File: config.mk
export PLATFORM = sky130hd
export DESIGN_NAME = link_join_rx
export DESIGN_NICKNAME = d
export VERILOG_FILES = /design/src/rtl/link_join_rx.sv
export SDC_FILE = /design/constraint.sdc
export NUM_CORES = 1
export LEC_CHECK = 0
export ABC_AREA = 1
export CAP_MARGIN = 5
export CELL_PAD_IN_SITES_DETAIL_PLACEMENT = 2
export CELL_PAD_IN_SITES_GLOBAL_PLACEMENT = 2
export CORE_MARGIN = 1.5
export CORE_UTILIZATION = 35
export CTS_CLUSTER_DIAMETER = 80
export DETAILED_ROUTE_END_ITERATION = 10
export PLACE_DENSITY_LB_ADDON = 0.1
export SLEW_MARGIN = 20
export SYNTH_ARGS = -nofsm -noshare
export SYNTH_HDL_FRONTEND = slang
export SYNTH_SLANG_ARGS = --single-unit
export TNS_END_PERCENT = 5
File: constraint.sdc
create_clock -name i_clk -period 8.2 [get_ports i_clk]
set_input_delay 0.82 -clock i_clk [delete_from_list [all_inputs] [get_ports i_clk]]
set_output_delay 0.82 -clock i_clk [all_outputs]
set_load 0.02 [all_outputs]
File: src/rtl/link_join_rx.sv
// Receive end of a split link: parses 4-word frames from the transport, queues them,
// and replays each one when the local cycle counter reaches the frame's clk_cnt.
module link_join_rx #(
    parameter logic [31:0] ID    = 32'd0,
    parameter int          DEPTH = 4,
    parameter logic [15:0] MAGIC = 16'hA5C3
) (
    input  logic                     i_clk,
    input  logic                     i_rstn,
    input  logic                     i_rx_valid,
    input  logic [31:0]              i_rx_data,
    output logic                     o_rx_ready,
    output logic                     o_wen,
    output logic [31:0]              o_token,
    output logic [31:0]              o_clk_cnt,
    output logic [31:0]              o_id,
    output logic                     o_err_frame,
    output logic                     o_err_id,
    output logic                     o_err_seq,
    output logic [$clog2(DEPTH):0]   o_level
);

    localparam int AW = $clog2(DEPTH);

    typedef enum logic [1:0] {HDR, TOK, CNT, IDW} state_t;

    state_t        state_q, state_d;
    logic [7:0]    exp_seq_q, exp_seq_d;
    logic [31:0]   tok_q, tok_d;
    logic [31:0]   cnt_q, cnt_d;
    logic [31:0]   local_cnt_q, local_cnt_d;
    logic [AW-1:0] wr_ptr_q, wr_ptr_d;
    logic [AW-1:0] rd_ptr_q, rd_ptr_d;
    logic [AW:0]   level_q, level_d;
    logic          wen_q, wen_d;
    logic [31:0]   token_q, token_d;
    logic [31:0]   clk_cnt_q, clk_cnt_d;
    logic [31:0]   id_q, id_d;
    logic          err_frame_q, err_frame_d;
    logic          err_id_q, err_id_d;
    logic          err_seq_q, err_seq_d;

    logic [31:0]   mem_tok_q [DEPTH];
    logic [31:0]   mem_cnt_q [DEPTH];

    logic          empty, full, pop_now, push, rx_ready, xfer;
    logic [31:0]   head_cnt, cnt_diff;

    always_comb begin
        state_d     = state_q;
        exp_seq_d   = exp_seq_q;
        tok_d       = tok_q;
        cnt_d       = cnt_q;
        local_cnt_d = local_cnt_q + 32'd1;
        wr_ptr_d    = wr_ptr_q;
        rd_ptr_d    = rd_ptr_q;
        level_d     = level_q;
        wen_d       = 1'b0;
        token_d     = token_q;
        clk_cnt_d   = clk_cnt_q;
        id_d        = id_q;
        err_frame_d = 1'b0;
        err_id_d    = 1'b0;
        err_seq_d   = 1'b0;
        push        = 1'b0;

        // Signed difference keeps the release test correct across counter wrap.
        head_cnt = mem_cnt_q[rd_ptr_q];
        cnt_diff = local_cnt_q - head_cnt;
        empty    = (level_q == '0);
        full     = (level_q == (AW+1)'(DEPTH));
        pop_now  = !empty && !cnt_diff[31];
        rx_ready = (state_q != IDW) || !full || pop_now;
        xfer     = i_rx_valid && rx_ready;

        if (xfer) begin
            unique case (state_q)
                HDR: begin
                    if (i_rx_data[31:16] == MAGIC) begin
                        err_seq_d = (i_rx_data[7:0] != exp_seq_q);
                        exp_seq_d = i_rx_data[7:0] + 8'd1;
                        state_d   = TOK;
                    end else begin
                        err_frame_d = 1'b1;
                    end
                end
                TOK: begin
                    tok_d   = i_rx_data;
                    state_d = CNT;
                end
                CNT: begin
                    cnt_d   = i_rx_data;
                    state_d = IDW;
                end
                IDW: begin
                    state_d = HDR;
                    if (i_rx_data == ID) push = 1'b1;
                    else                 err_id_d = 1'b1;
                end
                default: state_d = HDR;
            endcase
        end

        if (pop_now) begin
            rd_ptr_d  = rd_ptr_q + 1'b1;
            wen_d     = 1'b1;
            token_d   = mem_tok_q[rd_ptr_q];
            clk_cnt_d = head_cnt;
            id_d      = ID;
        end
        if (push) wr_ptr_d = wr_ptr_q + 1'b1;

        case ({push, pop_now})
            2'b10:   level_d = level_q + 1'b1;
            2'b01:   level_d = level_q - 1'b1;
            default: level_d = level_q;
        endcase
    end

    always_ff @(posedge i_clk) begin
        if (!i_rstn) begin
            state_q     <= HDR;
            exp_seq_q   <= '0;
            tok_q       <= '0;
            cnt_q       <= '0;
            local_cnt_q <= '0;
            wr_ptr_q    <= '0;
            rd_ptr_q    <= '0;
            level_q     <= '0;
            wen_q       <= 1'b0;
            token_q     <= '0;
            clk_cnt_q   <= '0;
            id_q        <= '0;
            err_frame_q <= 1'b0;
            err_id_q    <= 1'b0;
            err_seq_q   <= 1'b0;
        end else begin
            state_q     <= state_d;
            exp_seq_q   <= exp_seq_d;
            tok_q       <= tok_d;
            cnt_q       <= cnt_d;
            local_cnt_q <= local_cnt_d;
            wr_ptr_q    <= wr_ptr_d;
            rd_ptr_q    <= rd_ptr_d;
            level_q     <= level_d;
            wen_q       <= wen_d;
            token_q     <= token_d;
            clk_cnt_q   <= clk_cnt_d;
            id_q        <= id_d;
            err_frame_q <= err_frame_d;
            err_id_q    <= err_id_d;
            err_seq_q   <= err_seq_d;
        end
    end

    // Storage needs no reset: the pointers and level define which entries are valid.
    always_ff @(posedge i_clk) begin
        if (push) begin
            mem_tok_q[wr_ptr_q] <= tok_q;
            mem_cnt_q[wr_ptr_q] <= cnt_q;
        end
    end

    assign o_rx_ready  = rx_ready;
    assign o_wen       = wen_q;
    assign o_token     = token_q;
    assign o_clk_cnt   = clk_cnt_q;
    assign o_id        = id_q;
    assign o_err_frame = err_frame_q;
    assign o_err_id    = err_id_q;
    assign o_err_seq   = err_seq_q;
    assign o_level     = level_q;

endmodule

==> metrics.yaml <==
run_status:
  status: "finished clean"
run:
  max_cap_violations: 0
grt:
  antenna_found_initial: 0
  grt_pass1_vias: 14500
  grt_max_degree: 69
  grt.overflow.total: 0
  grt_pass1_wl_um: 83000
  grt_use_total: 0.201
cts:
  hold_buffers: 0
  cts_buffer_depth: 3
  cts_setup_buffers: 0
  ctsResizeCount: 0
  cts_root_buf: "clkbuf_16"
  clkLatencyLatePin_ns: 0.59
  htreeDepth: 2
  cts_tree: "built"
  clock_sinks: 439
  path_clk_slew_ns: 0.06
  cts_made_buffers: 51
logic_synthesis:
  synth_cells: 1865
  syn_area_mm2: 0.0182
  ys_ff_latch: 439
  synthTopCellsByCount: "439 x nand2_1, 261 x nor2_1, 256 x edfxtp_1, 183 x dfxtp_1, 150 x inv_1"
  synth-seq-area-share: 0.622
  ys_warn_count: 0
  synth_top_area_share: 0.421
  synth_edf_count: 256
  synth_cell_types: 42
  netlist.top_cell.by_area: "edfxtp_1"
  synth_area_leaders: "edfxtp_1 42%, dfxtp_1 20%, nand2_1 9.0%"
  async_reset_ff_frac: 0
  syn_avg_cell_area_um2: 9.78
  ys.flop_type: "edfxtp_1"
  yosysMostFrequentCell: "nand2_1"
drt:
  drt-total-wl_um: 53200
  vias: 13300
  routed_via_density: 4.99
  drt_iter0_markers: 597
  first_pass_iters: 5
  wl_per_cell_um: 19.9
  drc: 0
  postRouteAntennaNets: 0
pwr:
  leakage_nw: 8.48
  power.total_mw: 4.84
  vdd_drop_max_v: 0.000135
  power_density_mw_per_mm2: 225
sta:
  fin_ws_ns: 2.95
  finalSetupViolCount: 0
  rsz0062_at_grt: "no"
  finalHoldViolCount: 0
  drv_slew: 0
  finalCritPeriodShare: 0.640
  max_slew_margin: 0.212
  tns_ns: 0
  finClkSkew_ns: 0.0250
  worstMarginPinSlew_ns: 1.17
  final.min_clock_period_ns: 5.25
  fmax_mhz: 191
placement:
  portBuffers: 106
  place_ws_ns: 3.13
  placed_area_mm2: 0.0198
  dp.final_hpwl_um: 34300
  gp_congestion: 0.745
floorplanning:
  core_area_mm2: 0.0514
  die_w_um: 231
  die-area_mm2: 0.0535
  ios: 139
  start_util: 0.355
  fp.dieH_um: 231
  rows: 83
setup_path:
  worst_ep_arrival_time_ns: 4.43
  required_ns: 7.38
  cp_slowest_cell: "clkdlybuf4s50_1"
  cp-start-kind: "flip-flop"
  path_cells: "inv_2 > buf_4 > nand2_1 > a32oi_1 > inv_1 > ha_1 > nand2_1 > nor2_1 > a211oi_1 > nand2_1 > nand2_1 > nand2_1 > nand2_2 > nand2_1 > nand2_2 > nand3_4 > clkdlybuf4s50_1"
  cp_max_fo: 38
  cp_common_cell: "nand2_1"
  reg2reg_depth: 24
  crit_type: "flip-flop to output port"
  end_kind: "output port"
  critPathMaxStageDelay_ns: 0.66
cells_and_area:
  final_util: 0.418
  antennaDiodeCount: 0
  final_net_count: 2029
  syn_to_final_growth_pct: 17.7
  fin_area_mm2: 0.0215
  drive_gt1_frac: 0.0622
hold_path:
  hp-class: "flip-flop to flip-flop"
  whs_path_depth: 1
## flip-flops by register name (all words and copies together) (netlist names), 2 cells and up, named ones only
name and cells:
mem_cnt_q 128, mem_tok_q 128, exp_seq_q 8, cnt_q 32, o_clk_cnt 32, local_cnt_q 32, o_token 32, state_q 2
o_level 3, tok_q 32, wr_ptr_q 2, rd_ptr_q 2
## path summary, 6_finish.rpt
| kind | startpoint | end | slack (ns) |
|---|---|---|---|
| hold / removal | local_cnt_q[0] | local_cnt_q[0] | 0.45 |
| setup / recovery | flip-flop | o_rx_ready | 2.95 |
| hold reg to reg | local_cnt_q[0] | local_cnt_q[0] | 0.45 |
| setup reg to reg | flip-flop | o_level[2] | 3.19 |
## report_power, final
group / switching [mW] / internal [mW]
combinational: 0.102 / 0.0436
clock: 0.914 / 1.40
sequential: 0.0284 / 2.35
## worst max-delay path: cells and delay by family (launching register included)
kind	cells	cell delay (ns)
buffers and inverters	4	1.72
and+or+nand+nor	10	0.99
AOI/OAI and AO/OA	2	0.46
DFF	1	0.32
adders and majority gates	1	0.30
## cell families (layout without fill, tap and decap cells)
family	Yosys count	count (layout)	share of synthesized area
AND/OR/NAND/NOR	837	837	0.191
flip-flops	439	439	0.622
buffers and inverters	275	372	0.0696
AO/OA/AOI/OAI	256	256	0.0808
adder cells (fa/ha/maj)	43	43	0.0299
XOR/XNOR	14	14	0.00672
other	1	32	0.000206
## cells in the final DEF (no fill, tap or decap), types with 6 or more instances in the layout
cell,Yosys,routed
nand4_1,19,19
clkinv_1,0,7
o22ai_1,32,32
clkbuf_16,0,52
nor2_1,261,257
ha_1,42,42
a32oi_1,17,17
conb_1,1,32
nor4_1,9,9
buf_4,37,16
clkinv_2,0,8
edfxtp_1,256,256
a21oi_1,101,101
clkdlybuf4s50_1,0,105
a32o_1,13,13
dfxtp_1,183,180
inv_1,150,150
nand3_1,50,50
o21ai_0,81,81
clkbuf_1,49,11
xor2_1,12,12
nand2_1,439,439
nor3_1,24,24
o21a_1,6,6
or2_1,13,13
bufinv_16,0,6
## through the flow
step,hold slack [ns],instances
6_report,0.450,2673
5_1_grt,0.483,2673
4_1_cts,0.453,2673
3_5_place_dp,0.439,2578
3_3_place_gp,0.431,2578
2_1_floorplan,0.417,1896
## routing by layer
layer / global-route usage / part of all wire / vias to the layer above
li1: - / - / 6334
met1: 0.253 / 0.44 / 6734
met2: 0.358 / 0.50 / 173
met3: 0.0256 / 0.029 / 84
met4: 0.0639 / 0.024 / 0
met5: 0 / 0 / -
## area by class of cell
cell class                 count  area [um2]
sequential                   439       11400
inverter                     154         578
timing repair buffer         123        1210
clock inverter                27         297
tap                          680         851
clock buffer                  68        1410
multi-input combinational   1182        5780
fill                        5474       29900
No activity file was read; power rests on OpenSTA's default activity.
